==> src/rtl/vga_rx_timing.sv <==
`timescale 1ns/1ps
// vga_rx_timing: measures incoming VGA sync timing, recovers pixel coordinates and qualifies locked pixels
module vga_rx_timing #(
    parameter int H_TOTAL  = 800,
    parameter int V_TOTAL  = 525,
    parameter int H_START  = 144,
    parameter int H_ACTIVE = 640,
    parameter int V_START  = 34,
    parameter int V_ACTIVE = 480,
    parameter int CNT_MAX  = 1023
) (
    input  logic       clk,
    input  logic       reset,
    input  logic       p_tick,
    input  logic       hsync_in,
    input  logic       vsync_in,
    input  logic [2:0] rgb_in,
    output logic [9:0] pixel_x,
    output logic [9:0] pixel_y,
    output logic       pix_valid,
    output logic [2:0] rgb_out,
    output logic       frame_start,
    output logic       locked,
    output logic [9:0] h_total,
    output logic [9:0] v_total,
    output logic       timing_err
);
    localparam logic [9:0] HT = 10'(H_TOTAL);
    localparam logic [9:0] VT = 10'(V_TOTAL);
    localparam logic [9:0] HS = 10'(H_START);
    localparam logic [9:0] HE = 10'(H_START + H_ACTIVE - 1);
    localparam logic [9:0] VS = 10'(V_START);
    localparam logic [9:0] VE = 10'(V_START + V_ACTIVE - 1);
    localparam logic [9:0] CM = 10'(CNT_MAX);

    typedef enum logic [1:0] {UNLOCK, CHECK, LOCK} state_t;

    state_t     state, state_nx;
    logic       s1_hs, s1_vs, s2_hs, s2_vs;
    logic [2:0] s1_rgb, s2_rgb;
    logic [9:0] hcnt, vcnt, h_len, v_len;
    logic       h_seen, v_seen, vs_pend;
    logic       hs_fall, vs_fall, v_restart, window, viol;

    // edge detection, measurements, violation detection and lock next-state
    always_comb begin
        hs_fall   = s2_hs & ~s1_hs;
        vs_fall   = s2_vs & ~s1_vs;
        v_restart = hs_fall & (vs_pend | vs_fall);
        h_len     = hcnt + 10'd1;
        v_len     = vcnt + 10'd1;
        window    = hcnt >= HS && hcnt <= HE && vcnt >= VS && vcnt <= VE;
        viol      = (hs_fall && h_seen && h_len != HT)
                  | (v_restart && v_seen && v_len != VT)
                  | (!hs_fall && hcnt == CM - 10'd1)
                  | (hs_fall && !v_restart && vcnt == CM - 10'd1 && state != UNLOCK);
        state_nx  = (viol && state != UNLOCK) ? UNLOCK :
                    !v_restart                ? state  :
                    state == UNLOCK           ? CHECK  : LOCK;
        locked    = state == LOCK;
    end

    // two-stage input synchroniser; s2 is one tick older than s1
    always_ff @(posedge clk or negedge reset) begin
        if (!reset) begin
            {s1_hs, s1_vs, s1_rgb} <= '0;
            {s2_hs, s2_vs, s2_rgb} <= '0;
        end else if (p_tick) begin
            {s1_hs, s1_vs, s1_rgb} <= {hsync_in, vsync_in, rgb_in};
            {s2_hs, s2_vs, s2_rgb} <= {s1_hs, s1_vs, s1_rgb};
        end
    end

    // line/frame counters and their length measurements; vcnt starts saturated until a frame is seen
    always_ff @(posedge clk or negedge reset) begin
        if (!reset) begin
            hcnt    <= '0;
            vcnt    <= CM;
            h_total <= '0;
            v_total <= '0;
            h_seen  <= 1'b0;
            v_seen  <= 1'b0;
            vs_pend <= 1'b0;
        end else if (p_tick) begin
            hcnt    <= hs_fall ? '0 : hcnt == CM ? hcnt : h_len;
            vs_pend <= (vs_pend | vs_fall) & ~hs_fall;
            if (hs_fall) begin
                h_seen <= 1'b1;
                if (h_seen) h_total <= h_len;
            end
            if (v_restart) begin
                vcnt   <= '0;
                v_seen <= 1'b1;
                if (v_seen) v_total <= v_len;
            end else if (hs_fall && vcnt != CM) begin
                vcnt <= v_len;
            end
        end
    end

    // pixel output register; coordinates hold outside the active window
    always_ff @(posedge clk or negedge reset) begin
        if (!reset) begin
            pixel_x   <= '0;
            pixel_y   <= '0;
            rgb_out   <= '0;
            pix_valid <= 1'b0;
        end else if (p_tick) begin
            rgb_out   <= s2_rgb;
            pix_valid <= window & locked;
            if (window) begin
                pixel_x <= hcnt - HS;
                pixel_y <= vcnt - VS;
            end
        end
    end

    // lock state register and single-clk event pulses
    always_ff @(posedge clk or negedge reset) begin
        if (!reset) begin
            state       <= UNLOCK;
            frame_start <= 1'b0;
            timing_err  <= 1'b0;
        end else begin
            frame_start <= p_tick & v_restart;
            timing_err  <= p_tick & viol & (state != UNLOCK);
            if (p_tick) state <= state_nx;
        end
    end
endmodule

==> config.mk <==
export PLATFORM = sky130hd
export DESIGN_NAME = vga_rx_timing
export DESIGN_NICKNAME = d
export VERILOG_FILES = /design/src/rtl/vga_rx_timing.sv
export SDC_FILE = /design/constraint.sdc
export NUM_CORES = 1
export LEC_CHECK = 0
export ABC_CLOCK_PERIOD_IN_PS = 2000
export CAP_MARGIN = 20
export CORE_AREA = 2 2 108 121
export DETAILED_ROUTE_END_ITERATION = 7
export DIE_AREA = 0 0 110 123
export GPL_TIMING_DRIVEN = 0
export PLACE_DENSITY = 0.58
export SETUP_SLACK_MARGIN = 0.15
export SYNTH_ARGS = -nofsm -noshare
export SYNTH_HDL_FRONTEND = slang
export SYNTH_SLANG_ARGS = --single-unit
==> constraint.sdc <==
create_clock -name clk -period 2 [get_ports clk]
set_input_delay 0.4 -clock clk [delete_from_list [all_inputs] [get_ports clk]]
set_output_delay 0.4 -clock clk [all_outputs]
set_load 0.05 [all_outputs]
==> results.cfg <==
[logic_synthesis]
netlist_area_sq_um = 4217
synth_edf_count = 0
synth_area_leaders = dfrtp_1 (42%), dfstp_2 (6.2%), mux2_4 (6.1%)
yosysTopAreaCell = dfrtp_1
syn_inst = 395
async_flop_share_pct = 100.0
yosysUniqueCellTypes = 55
synth_nets = 416
synth_flop_cell = dfrtp_1
synth_seq_cells = 81
ys_warn_count = 0
syn_area_per_cell_sq_um = 10.67
seq_area_frac_synth_pct = 48.37
synth_top_cell_area_share_pct = 42.14

[cts]
cts_max_level = 3
clock_path_buffers = 2
numCtsBuffers = 9
cts_root_buffer = clkbuf_16
clk_pin_slew_ns = 0.06
clock_latency_ns = 0.34
cts_hold_buf = 0
cts.sinks = 81
cts_tree = yes

[floorplanning]
die_w_microns = 110
row_count = 43
start_util_pct = 34.22
dieArea_sq_um = 13530
pin_count = 55
core_area_sq_um = 12320
die_height_microns = 123

[timing]
setup_viol = 22
finClkSkew_ns = 0.009377
final_hold_viol_count = 0
finalSetupTns_ns = -3.636
worst_pin_slew_ns = 0.5154
slew_viol_final = 0
rsz0062_at_grt = yes
fmax_mhz = 456.9
worst_slack_ns = -0.1887
slew_headroom_pct = 65.64
fin_crit_sh_pct = 109.4
finalCriticalPeriod_ns = 2.189

[global_routing]
grt_use_total_pct = 15.49
grt_max_degree = 45
grt_pass1_vias = 3154
overflow = 0
antenna_found_initial = 0
grt_pass1_wl_microns = 16080

[routing]
wl_per_cell_microns = 15.75
first_iter_violations = 179
vias_per_cell = 5.066
drt-pass1-iter-count = 4
vias = 3283
wl_microns = 10210
drc = 0
ant_nets = 0

[status]
violations = setup timing
outcome = finished with violations

[critical_path]
critPathCaptureType = flip-flop
critPathMaxFanout = 10
critical_path_class = reg -> reg
critPathLaunchType = flip-flop
crit_required_ns = 2.21
critical_path_arrival_ns = 2.40

[power_and_ir_drop]
powerDensity_nw_per_um2 = 920.9
irDropWorstVdd_mv = 0.5954
p_leak_nw = 2.565

[placement]
globalplace.congestion = 0.8667
dp_hpwl_microns = 6902
port_buffers = 54
dp_slack_ns = -0.6194

[cells_and_area]
diodes = 0
synthToLayoutAreaGrowth_pct = 35.79
fin_nets = 507
final_layout_size_suffix_gt1_share_pct = 30.55

[min_path]
hold_class = in -> async

[run]
maxCapViolations = 0
## critical path, stage by stage (launching register included)
cell,delay (ns)
dfstp_2,0.59
buf_4,0.14
inv_4,0.04
ha_1,0.18
o2111ai_2,0.21
a2111oi_4,0.10
o2111a_2,0.33
buf_12,0.16
mux2_4,0.29
## power by group
group	internal, mW	switching, mW
clock network	1.00	0.665
logic	0.584	1.00
registers	1.86	0.160
## state kept, by name, indices dropped and copies added (netlist names), 3 cells and up
name	cells
hcnt	10
pixel_y	10
h_total	10
rgb_out	3
s1_rgb	3
pixel_x	10
vcnt	10
s2_rgb	3
v_total	10
## area by class of cell
| cell class | instances | area, sq um |
|---|---|---|
| fill | 1131 | 6595 |
| multi-input combinational | 271 | 2200 |
| sequential | 81 | 2042 |
| timing repair buffer | 80 | 694.4 |
| clock buffer | 12 | 246.5 |
| buffer | 28 | 231.5 |
| tap | 157 | 196.4 |
| inverter | 15 | 62.56 |
| clock inverter | 4 | 52.55 |
## timing repair
item	CTS	global route
pin swaps	7	12
setup buffers	10	12
resized for setup	85	63
gates cloned	0	3
endpoints found under the setup margin	117	62
## cell usage in the layout (no fill, tap or decap), types with 7 or more instances in the layout
cell type and instances:
o21ai_0 36, dlygate4sd2_1 47, inv_1 10, mux2_2 16
buf_6 10, o21ai_1 7, mux2_4 17, buf_4 25
nand2_1 37, dfrtp_1 69, ha_1 7, dfstp_2 10
a21oi_1 10, xnor2_1 15, xor2_1 13, clkbuf_16 9
nor2_1 19
## logic make-up after synthesis
family | count (synthesis) | synth area share (%)
XOR/XNOR | 28 | 5.816
AND/OR/NAND/NOR | 108 | 13.06
adder cells (fa/ha/maj) | 13 | 3.858
multiplexers | 36 | 11.04
buffers and inverters | 43 | 5.163
flip-flops | 81 | 48.37
AO/OA/AOI/OAI | 86 | 12.70
## final timing paths
path                            start         end  slack (ns)  cells past startpoint
min in group clk           v_total[8]  v_total[8]        0.47                      2
max in group asynchronous       reset     vcnt[1]        1.33                      2
max                           vcnt[1]  pixel_x[0]       -0.19                      8
max reg2reg                   vcnt[1]  pixel_x[0]       -0.19                      8
min                             reset  pixel_y[5]        0.03                      1
min reg2reg                v_total[8]  v_total[8]        0.47                      2
## through the flow
step                      cell area [sq um]  std cells  hold slack, ns  utilization, %  power, mW
after floorplan                        4249        395          0.1044               -      2.971
after global placement                 4986        606          0.4588           40.47      3.421
after detailed placement               5011        607          0.4042           40.67      3.456
after CTS                              5424        633         0.03901           44.02      5.167
after global routing                   5725        648         0.05890           46.47      5.548
final                                  5725        648         0.03338           46.47      5.273
## Yosys cell counts, types with 2 or more instances
| cell | instances |
|---|---|
| dfrtp_1 | 71 |
| o21ai_0 | 44 |
| nand2_1 | 37 |
| nor2_1 | 20 |
| mux2_4 | 17 |
| mux2_2 | 16 |
| clkbuf_1 | 15 |
| xnor2_1 | 15 |
| inv_1 | 14 |
| ha_1 | 13 |
| xor2_1 | 13 |
| a21oi_1 | 11 |
| dfstp_2 | 10 |
| nand3_1 | 9 |
| o31ai_1 | 9 |
| buf_2 | 6 |
| nand2b_1 | 6 |
| nand4_1 | 6 |
| nor2b_1 | 5 |
| o41ai_1 | 5 |
| nor3_1 | 4 |
| mux2i_1 | 3 |
| nand3b_1 | 3 |
| a211oi_1 | 2 |
| a41oi_1 | 2 |
| and2_1 | 2 |
| and4_1 | 2 |
| buf_1 | 2 |
| buf_12 | 2 |
| buf_6 | 2 |
| nand4b_1 | 2 |
| nor4_1 | 2 |
| o211ai_1 | 2 |
| or3_1 | 2 |
## layer usage
metal / part of all wire (%) / vias to the layer above / global-route usage (%)
met5: 0 / - / 0
met4: 0.76 / 0 / 5.459
met3: 4.0 / 7 / 3.216
met2: 50 / 84 / 25.27
met1: 45 / 1618 / 20.29
li1: - / 1574 / -
Power figures use the tool's default switching activity.
